`src/rtl/regfile_writeback.sv`:
```
`default_nettype none
// regfile_writeback: arbitrates ALU and load results onto the register file write port.
// Loads wait in a DEPTH-entry FIFO; a younger ALU write to the same rd kills the buffered load.
module regfile_writeback #(
    parameter int n     = 32,
    parameter int DEPTH = 2
) (
    input  logic         clock,
    input  logic         nreset,
    input  logic         alu_valid,
    input  logic [4:0]   alu_rd,
    input  logic [n-1:0] alu_data,
    input  logic         ld_valid,
    output logic         ld_ready,
    input  logic [4:0]   ld_rd,
    input  logic [n-1:0] ld_data,
    output logic         regw,
    output logic [5:0]   regaddrW,
    output logic [n-1:0] wdata,
    output logic [31:0]  pend_mask
);

    localparam int PW = (DEPTH > 1) ? $clog2(DEPTH) : 1;
    localparam int CW = $clog2(DEPTH) + 1;

    logic [DEPTH-1:0] live;
    logic [4:0]       rd_q   [DEPTH];
    logic [n-1:0]     data_q [DEPTH];
    logic [PW-1:0]    head;
    logic [PW-1:0]    tail;
    logic [CW-1:0]    count;

    logic alu_acc;
    logic ld_acc;
    logic enq;
    logic not_empty;
    logic head_live;
    logic pop;

    function automatic logic [PW-1:0] bump(input logic [PW-1:0] p);
        if (p == PW'(DEPTH - 1)) begin
            bump = '0;
        end else begin
            bump = p + PW'(1);
        end
    endfunction

    assign ld_ready  = (count < CW'(DEPTH));
    assign alu_acc   = alu_valid && (alu_rd != 5'd0);
    assign ld_acc    = ld_valid && ld_ready;
    // A same-cycle ALU write to the same register makes the load stale before it lands.
    assign enq       = ld_acc && (ld_rd != 5'd0) && !(alu_acc && (ld_rd == alu_rd));
    assign not_empty = (count != '0);
    assign head_live = not_empty && live[head];
    // Killed heads drain every cycle; a live head drains only when the ALU leaves the port free.
    assign pop       = not_empty && (!live[head] || !alu_acc);

    always_comb begin
        pend_mask = '0;
        for (int i = 0; i < DEPTH; i++) begin
            if (live[i]) begin
                pend_mask[rd_q[i]] = 1'b1;
            end
        end
    end

    always_ff @(posedge clock or negedge nreset) begin
        if (!nreset) begin
            live     <= '0;
            head     <= '0;
            tail     <= '0;
            count    <= '0;
            regw     <= 1'b0;
            regaddrW <= '0;
            wdata    <= '0;
            for (int i = 0; i < DEPTH; i++) begin
                rd_q[i]   <= '0;
                data_q[i] <= '0;
            end
        end else begin
            if (alu_acc) begin
                regw     <= 1'b1;
                regaddrW <= {1'b0, alu_rd};
                wdata    <= alu_data;
            end else if (head_live) begin
                regw     <= 1'b1;
                regaddrW <= {1'b0, rd_q[head]};
                wdata    <= data_q[head];
            end else begin
                regw     <= 1'b0;
            end

            if (alu_acc) begin
                for (int i = 0; i < DEPTH; i++) begin
                    if (rd_q[i] == alu_rd) begin
                        live[i] <= 1'b0;
                    end
                end
            end

            if (pop) begin
                live[head] <= 1'b0;
                head       <= bump(head);
            end

            if (enq) begin
                live[tail]   <= 1'b1;
                rd_q[tail]   <= ld_rd;
                data_q[tail] <= ld_data;
                tail         <= bump(tail);
            end

            case ({enq, pop})
                2'b10:   count <= count + CW'(1);
                2'b01:   count <= count - CW'(1);
                default: count <= count;
            endcase
        end
    end

endmodule
`default_nettype wire

```
`config.mk`:
```
export PLATFORM = sky130hd
export DESIGN_NAME = regfile_writeback
export DESIGN_NICKNAME = d
export VERILOG_FILES = /design/src/rtl/regfile_writeback.sv
export SDC_FILE = /design/constraint.sdc
export NUM_CORES = 1
export LEC_CHECK = 0
export ABC_CLOCK_PERIOD_IN_PS = 2500
export CAP_MARGIN = 20
export CELL_PAD_IN_SITES_DETAIL_PLACEMENT = 1
export CELL_PAD_IN_SITES_GLOBAL_PLACEMENT = 1
export CORE_MARGIN = 5
export CORE_UTILIZATION = 39
export CTS_CLUSTER_SIZE = 24
export DETAILED_ROUTE_END_ITERATION = 10
export GPL_ROUTABILITY_DRIVEN = 0
export PLACE_DENSITY = 0.88
export SYNTH_ARGS = -nofsm -noshare
export SYNTH_HDL_FRONTEND = slang
export SYNTH_SLANG_ARGS = --single-unit
```
`constraint.sdc`:
```
create_clock -name clock -period 2.5 [get_ports clock]
set_input_delay 0.375 -clock clock [delete_from_list [all_inputs] [get_ports clock]]
set_output_delay 0.375 -clock clock [all_outputs]
set_load 0.01 [all_outputs]
```
Word level (Yosys, flattened, before mapping)
Index checks and enable logic that the tools add are counted.
{ "totals": {"in_bits": 78, "register_bits": 119, "wordCells": 97} }
{ "op_classes": {"mux": 38, "order_cmp": 12, "n_reduce_logical": 21, "n_eq_ne": 5, "addsub": 4, "n_bitwise": 6} }
{ "op_table": {"columns": ["op", "count"], "rows": [
  ["32-bit 2-to-1 mux", 8],
  ["64-bit bitwise mux", 1],
  ["32-bit demux with 1-bit select", 1],
  ["32-bit bitwise OR", 1],
  ["5-bit 2-to-1 mux", 4],
  ["5-bit equality test", 3],
  ["1-bit logical AND", 12],
  ["5-bit by 6-bit < comparator with 1-bit output (second input constant)", 2],
  ["1-bit 2-to-1 mux", 12],
  ["6-bit 2-to-1 mux", 2],
  ["10-bit bitwise mux", 1],
  ["1-bit demux with 5-bit select", 2],
  ["5-bit by 1-bit greater-or-equal comparator with 1-bit output (second input constant)", 2],
  ["5-bit nonzero test", 2],
  ["2-bit 2-to-1 mux", 3],
  ["2-bit nonzero test", 3],
  ["5-bit demux with 1-bit select", 1],
  ["2-bit greater-or-equal comparator (second input constant)", 2],
  ["1-bit by 2-bit < comparator with 1-bit output (second input constant)", 2],
  ["1-bit NOT with 2-bit output", 2],
  ["2-bit one-hot mux with 2 select lines", 1],
  ["1-bit zero test", 3],
  ["1-bit adder (second input constant)", 2],
  ["2-bit by 1-bit adder with 2-bit output (second input constant)", 1],
  ["other kinds (11)", 13]
]} }

Logic depth before layout (Yosys ltp)
{ "depth": {"word_depth": 9, "ltp_mapped": 8, "depth_no_buf": 7} }

Worst setup path before layout
No wires, ideal clock.
{ "synth_path": {"path_kind": "input to register", "start": "in alu_rd[1]", "end": "reg count[1]", "path_slack_ns": 0.360, "arrival_ns": 2.060, "cell_stages": 7, "path_buffers": 1, "path_cell_list": "or4_1 > o21a_1 > buf_2 > a31o_2 > ha_1 > nor2_1 > xnor2_1"} }
{ "synth_via": {"elab_chain_cells": 7, "elab_cells_between_ends": 13, "cone_classes": "3 x eq/ne; 1 x mux; 9 x reduce/logical"} }
{ "synth_rtl": {"columns": ["item", "line", "rtl"], "rows": [
  ["from (decl)", "11", "input logic [4:0] alu_rd,"],
  ["5-bit nonzero test", "49", "assign alu_acc = alu_valid && (alu_rd != 5'd0);"],
  ["1-bit logical AND", "49", null],
  ["1-bit zero test or 1-bit logical AND (tied branches)", "56, 52", null],
  ["1-bit logical OR or 1-bit zero test (tied branches)", "56, 52", null],
  ["1-bit logical AND (on tied branches)", "56, 52", null],
  ["2-bit by 1-bit equality test with 1-bit output or 2-bit equality test (tied branches)", "113", "case ({enq, pop})"],
  ["2-bit one-hot mux with 2 select lines or 2-bit nonzero test (tied branches)", null, null],
  ["to (signal assigned)", "114", "2'b10: count <= count + CW'(1);"],
  ["to (signal assigned)", "115", "2'b01: count <= count - CW'(1);"],
  ["to (signal assigned)", "116", "default: count <= count;"],
  ["to (decl)", "31", "logic [CW-1:0] count;"]
]} }
Several ways; a longest one is shown, not always the timed one.
A chain may end at the register's enable or synchronous reset.

Worst setup path in the final report
{ "layout_path": {"start": "reg rd_q[6] in the netlist's numbering", "end": "out pend_mask[13]"} }
{ "layout_via": {"elab_chain_cells": 7, "elab_cells_between_ends": 8, "cone_classes": "2 x order compare; 4 x mux; 1 x bitwise; 1 x reduce/logical"} }
{ "layout_rtl": {"columns": ["item", "line", "rtl"], "rows": [
  ["from (decl)", "27", "logic [4:0] rd_q [DEPTH];"],
  ["from (signal, indexed assignment)", "108", "rd_q[tail] <= ld_rd;"],
  ["5-bit by 6-bit < comparator with 1-bit output (implied by the code) or 5-bit by 1-bit greater-or-equal comparator with 1-bit output (tied branches)", "62", "pend_mask[rd_q[i]] = 1'b1;"],
  ["1-bit logical AND (implied by the code)", "62", null],
  ["1-bit 2-to-1 mux (implied by the code)", "62", null],
  ["1-bit demux with 5-bit select *", "62", null],
  ["32-bit 2-to-1 mux *", "61", "if (live[i]) begin"],
  ["32-bit bitwise OR (no source line)", null, null],
  ["32-bit 2-to-1 mux *", "61", null],
  ["to (decl)", "20", "output logic [31:0] pend_mask"]
]} }
Every way passes the cells marked *; elsewhere a longest branch is shown, timed or not.

==> qor.yml <==
leakage_uw: 0.003532
ys_seq_area_share_pct: 50.48
grt_util_all_layers_pct: 20.92
initial_core_util_pct: 39.94
core_um2: 14640
wl_per_cell_um: 21.64
synth_area_per_cell_um2: 12.01
overflow: 0
status: "finished, final reports clean"
clkTransAtPathRegs_ps: 50
syn_nets: 566
ir_drop_uv: 654.1
slew_headroom_pct: 31.84
io_pins: 150
powerDensity_nw_per_um2: 1281
r2r_setup_slack_ps: 370
hold-worst-slack_ps: 480.4
netlist_area_um2: 5849
period_minus_slack_ps: 2491
antenna_found_initial: 0
port_buffers: 148
dieArea_um2: 17550
cts_tree: "yes"
hold_viol: 0
top_usage_layer: "met2"
power.total_uw: 10690
cts_buffer_depth: 2
fin_crit_sh_pct: 99.64
clk_latency_ps: 420
use_met1_pct: 24.49
cts_root_buffer: "clkbuf_16"
grt_max_degree: 73
cp-startpoint: "rd_q[6]"
hpwl_um: 12310
drc_errors: 0
area_growth_pct: 42.65
grt_util_met2_pct: 36.73
worstMarginPinSlew_ps: 1018
cp.arrival_ps: 2120
yosys_warnings: 0
start_kind: "register"
num_vias: 4628
max-cap-violations: 0
cts.sinks: 118
synth_cell_type_count: 34
chipWidth_um: 132.5
worst-endpoint-required_ps: 2120
final_nets: 726
viasPerCell: 5.490
grt_pass1_wl_um: 29280
ys_ff_latch: 118
path_max_fanout: 8
rows: 44
wl_um: 18240
hold_path.class: "reg -> reg"
cts_buffers: 17
end_kind: "primary output"
cp-endpoint: "pend_mask[13]"
fmax_mhz: 401.4
drive_gt1_share_pct: 22.91
fin_util_pct: 56.98
setup_violations: 0
slew_violations: 0
syn_inst: 487
drt_first_pass_iters: 4
diodes: 0
r2r_end: "wdata[4]"
initialDrtViolationCount: 213
grt_pass1_vias: 5228
htreeDepth: 4
r2r-start: "head"
die_y_um: 132.5
worstRegToRegCells: 5
ant_nets: 0
crit_type: "reg -> out"
met3_usage_pct: 6.302
n_fill_cell: 1489
skew_ps: 9.573
metrics by stage:
stage | TNS (ps) | instance area (µm²) | setup slack (ps) | std cells
global route | -58.32 | 8344 | -28.13 | 843
detailed placement | -8765 | 7614 | -165.8 | 803
floorplan | 0 | 5849 | 359.8 | 487
finish | 0 | 8344 | 8.973 | 843
CTS | 0 | 8252 | 6.939 | 835
global placement | -5942 | 7614 | -121.8 | 803
cell families (layout without fill, tap and decap cells):
group | count (synthesis) | count (layout) | synth area share [%]
DFF | 118 | 118 | 50.48
AOI/OAI and AO/OA | 79 | 79 | 8.021
buffers and inverters | 41 | 212 | 3.465
muxes | 149 | 149 | 27.89
adders and majority gates | 1 | 1 | 0.2139
xor gates and xnor gates | 20 | 20 | 2.995
and+or+nand+nor | 78 | 79 | 6.866
other | 1 | 1 | 0.06411
area by class of cell:
cell class              count  area, µm²  area share [%]
flip-flops and latches    118       2965           35.54
multi-input cells         329       2745           32.90
repair buffers            179       1764           21.14
clock buffers              22      484.2           5.803
well taps                 184      230.2           2.759
clock inverters             9      147.6           1.769
inverters                   2      7.507         0.08997
timing repair:
action,4_1_cts,5_1_grt
hold buffers,1,0
endpoints found under the setup margin,18,28
setup buffers,0,7
gates cloned,0,1
endpoints found under the hold margin,42,0
gates resized for setup,19,12
flip-flops by register name, indices dropped and copies added (netlist names):
register	cells
tail	1
count	2
rd_q	10
wdata	32
live	2
data_q	64
regaddrW	5
regw	1
head	1
worst max-delay path, cell delays in order (launching register included):
cell	delay [ps]
dfrtp_2	460
nand3b_1	350
o22ai_1	300
clkdlybuf4s50_1	590
synthesized netlist by cell type (all sizes together):
| library cell | instances | area, µm² |
|---|---|---|
| dfrtp | 118 | 2953 |
| mux2 | 112 | 1261 |
| nand2 | 39 | 146.4 |
| o21ai | 38 | 190.2 |
| mux2i | 37 | 370.4 |
| o22ai | 32 | 200.2 |
| clkbuf | 24 | 90.09 |
| buf | 15 | 105.1 |
| xor2 | 12 | 105.1 |
| nand3b | 10 | 75.07 |
| xnor2 | 8 | 70.07 |
| or3b | 7 | 61.31 |
| nor2 | 5 | 18.77 |
| nand3 | 4 | 20.02 |
| a31o | 3 | 26.28 |
| nor3 | 3 | 15.01 |
| or3 | 3 | 18.77 |
| a31oi | 2 | 25.02 |
| inv | 2 | 7.510 |
| nand4 | 2 | 12.51 |
| nor2b | 2 | 12.51 |
| o211ai | 2 | 15.01 |
| or4 | 2 | 15.01 |
| a21oi | 1 | 5.000 |
| conb | 1 | 3.750 |
| ha | 1 | 12.51 |
| o21a | 1 | 7.510 |
| or2 | 1 | 6.260 |
routing by layer:
layer / vias up / routed length [µm]
met1: 2384 / 7392
met5: - / 0
met3: 24 / 1123
met4: 0 / 335
li1: 2075 / -
met2: 145 / 9388
power by group:
group	switching (µW)	internal [µW]
Combinational	2080	2470
Clock	869	1760
Sequential	676	2840
layout by cell type, fill, tap and decap left out, types with 5 or more instances in the layout:
| cell type | Yosys | final |
|---|---|---|
| nand2_1 | 39 | 39 |
| dfrtp_1 | 118 | 108 |
| mux2_1 | 48 | 48 |
| dlymetal6s2s_1 | 0 | 6 |
| buf_4 | 3 | 27 |
| nand3b_1 | 10 | 10 |
| xnor2_1 | 8 | 8 |
| clkdlybuf4s50_1 | 0 | 129 |
| mux2i_1 | 37 | 37 |
| clkbuf_16 | 0 | 17 |
| mux2_2 | 64 | 64 |
| o21ai_0 | 38 | 38 |
| nor2_1 | 5 | 5 |
| xor2_1 | 12 | 12 |
| dfrtp_2 | 0 | 10 |
| o22ai_1 | 32 | 31 |
| dlygate4sd2_1 | 0 | 12 |
worst min-delay path by stage:
stage                       endpoint        from  cells past startpoint
after floorplan             count[0]      nreset                      0
after global placement      wdata[5]      nreset                      1
after detailed placement    wdata[4]      nreset                      1
after CTS                 data_q[16]  data_q[16]                      1
after global routing      data_q[51]  data_q[51]                      1
final                      data_q[6]   data_q[6]                      1
(Power assumes the default switching activity.)
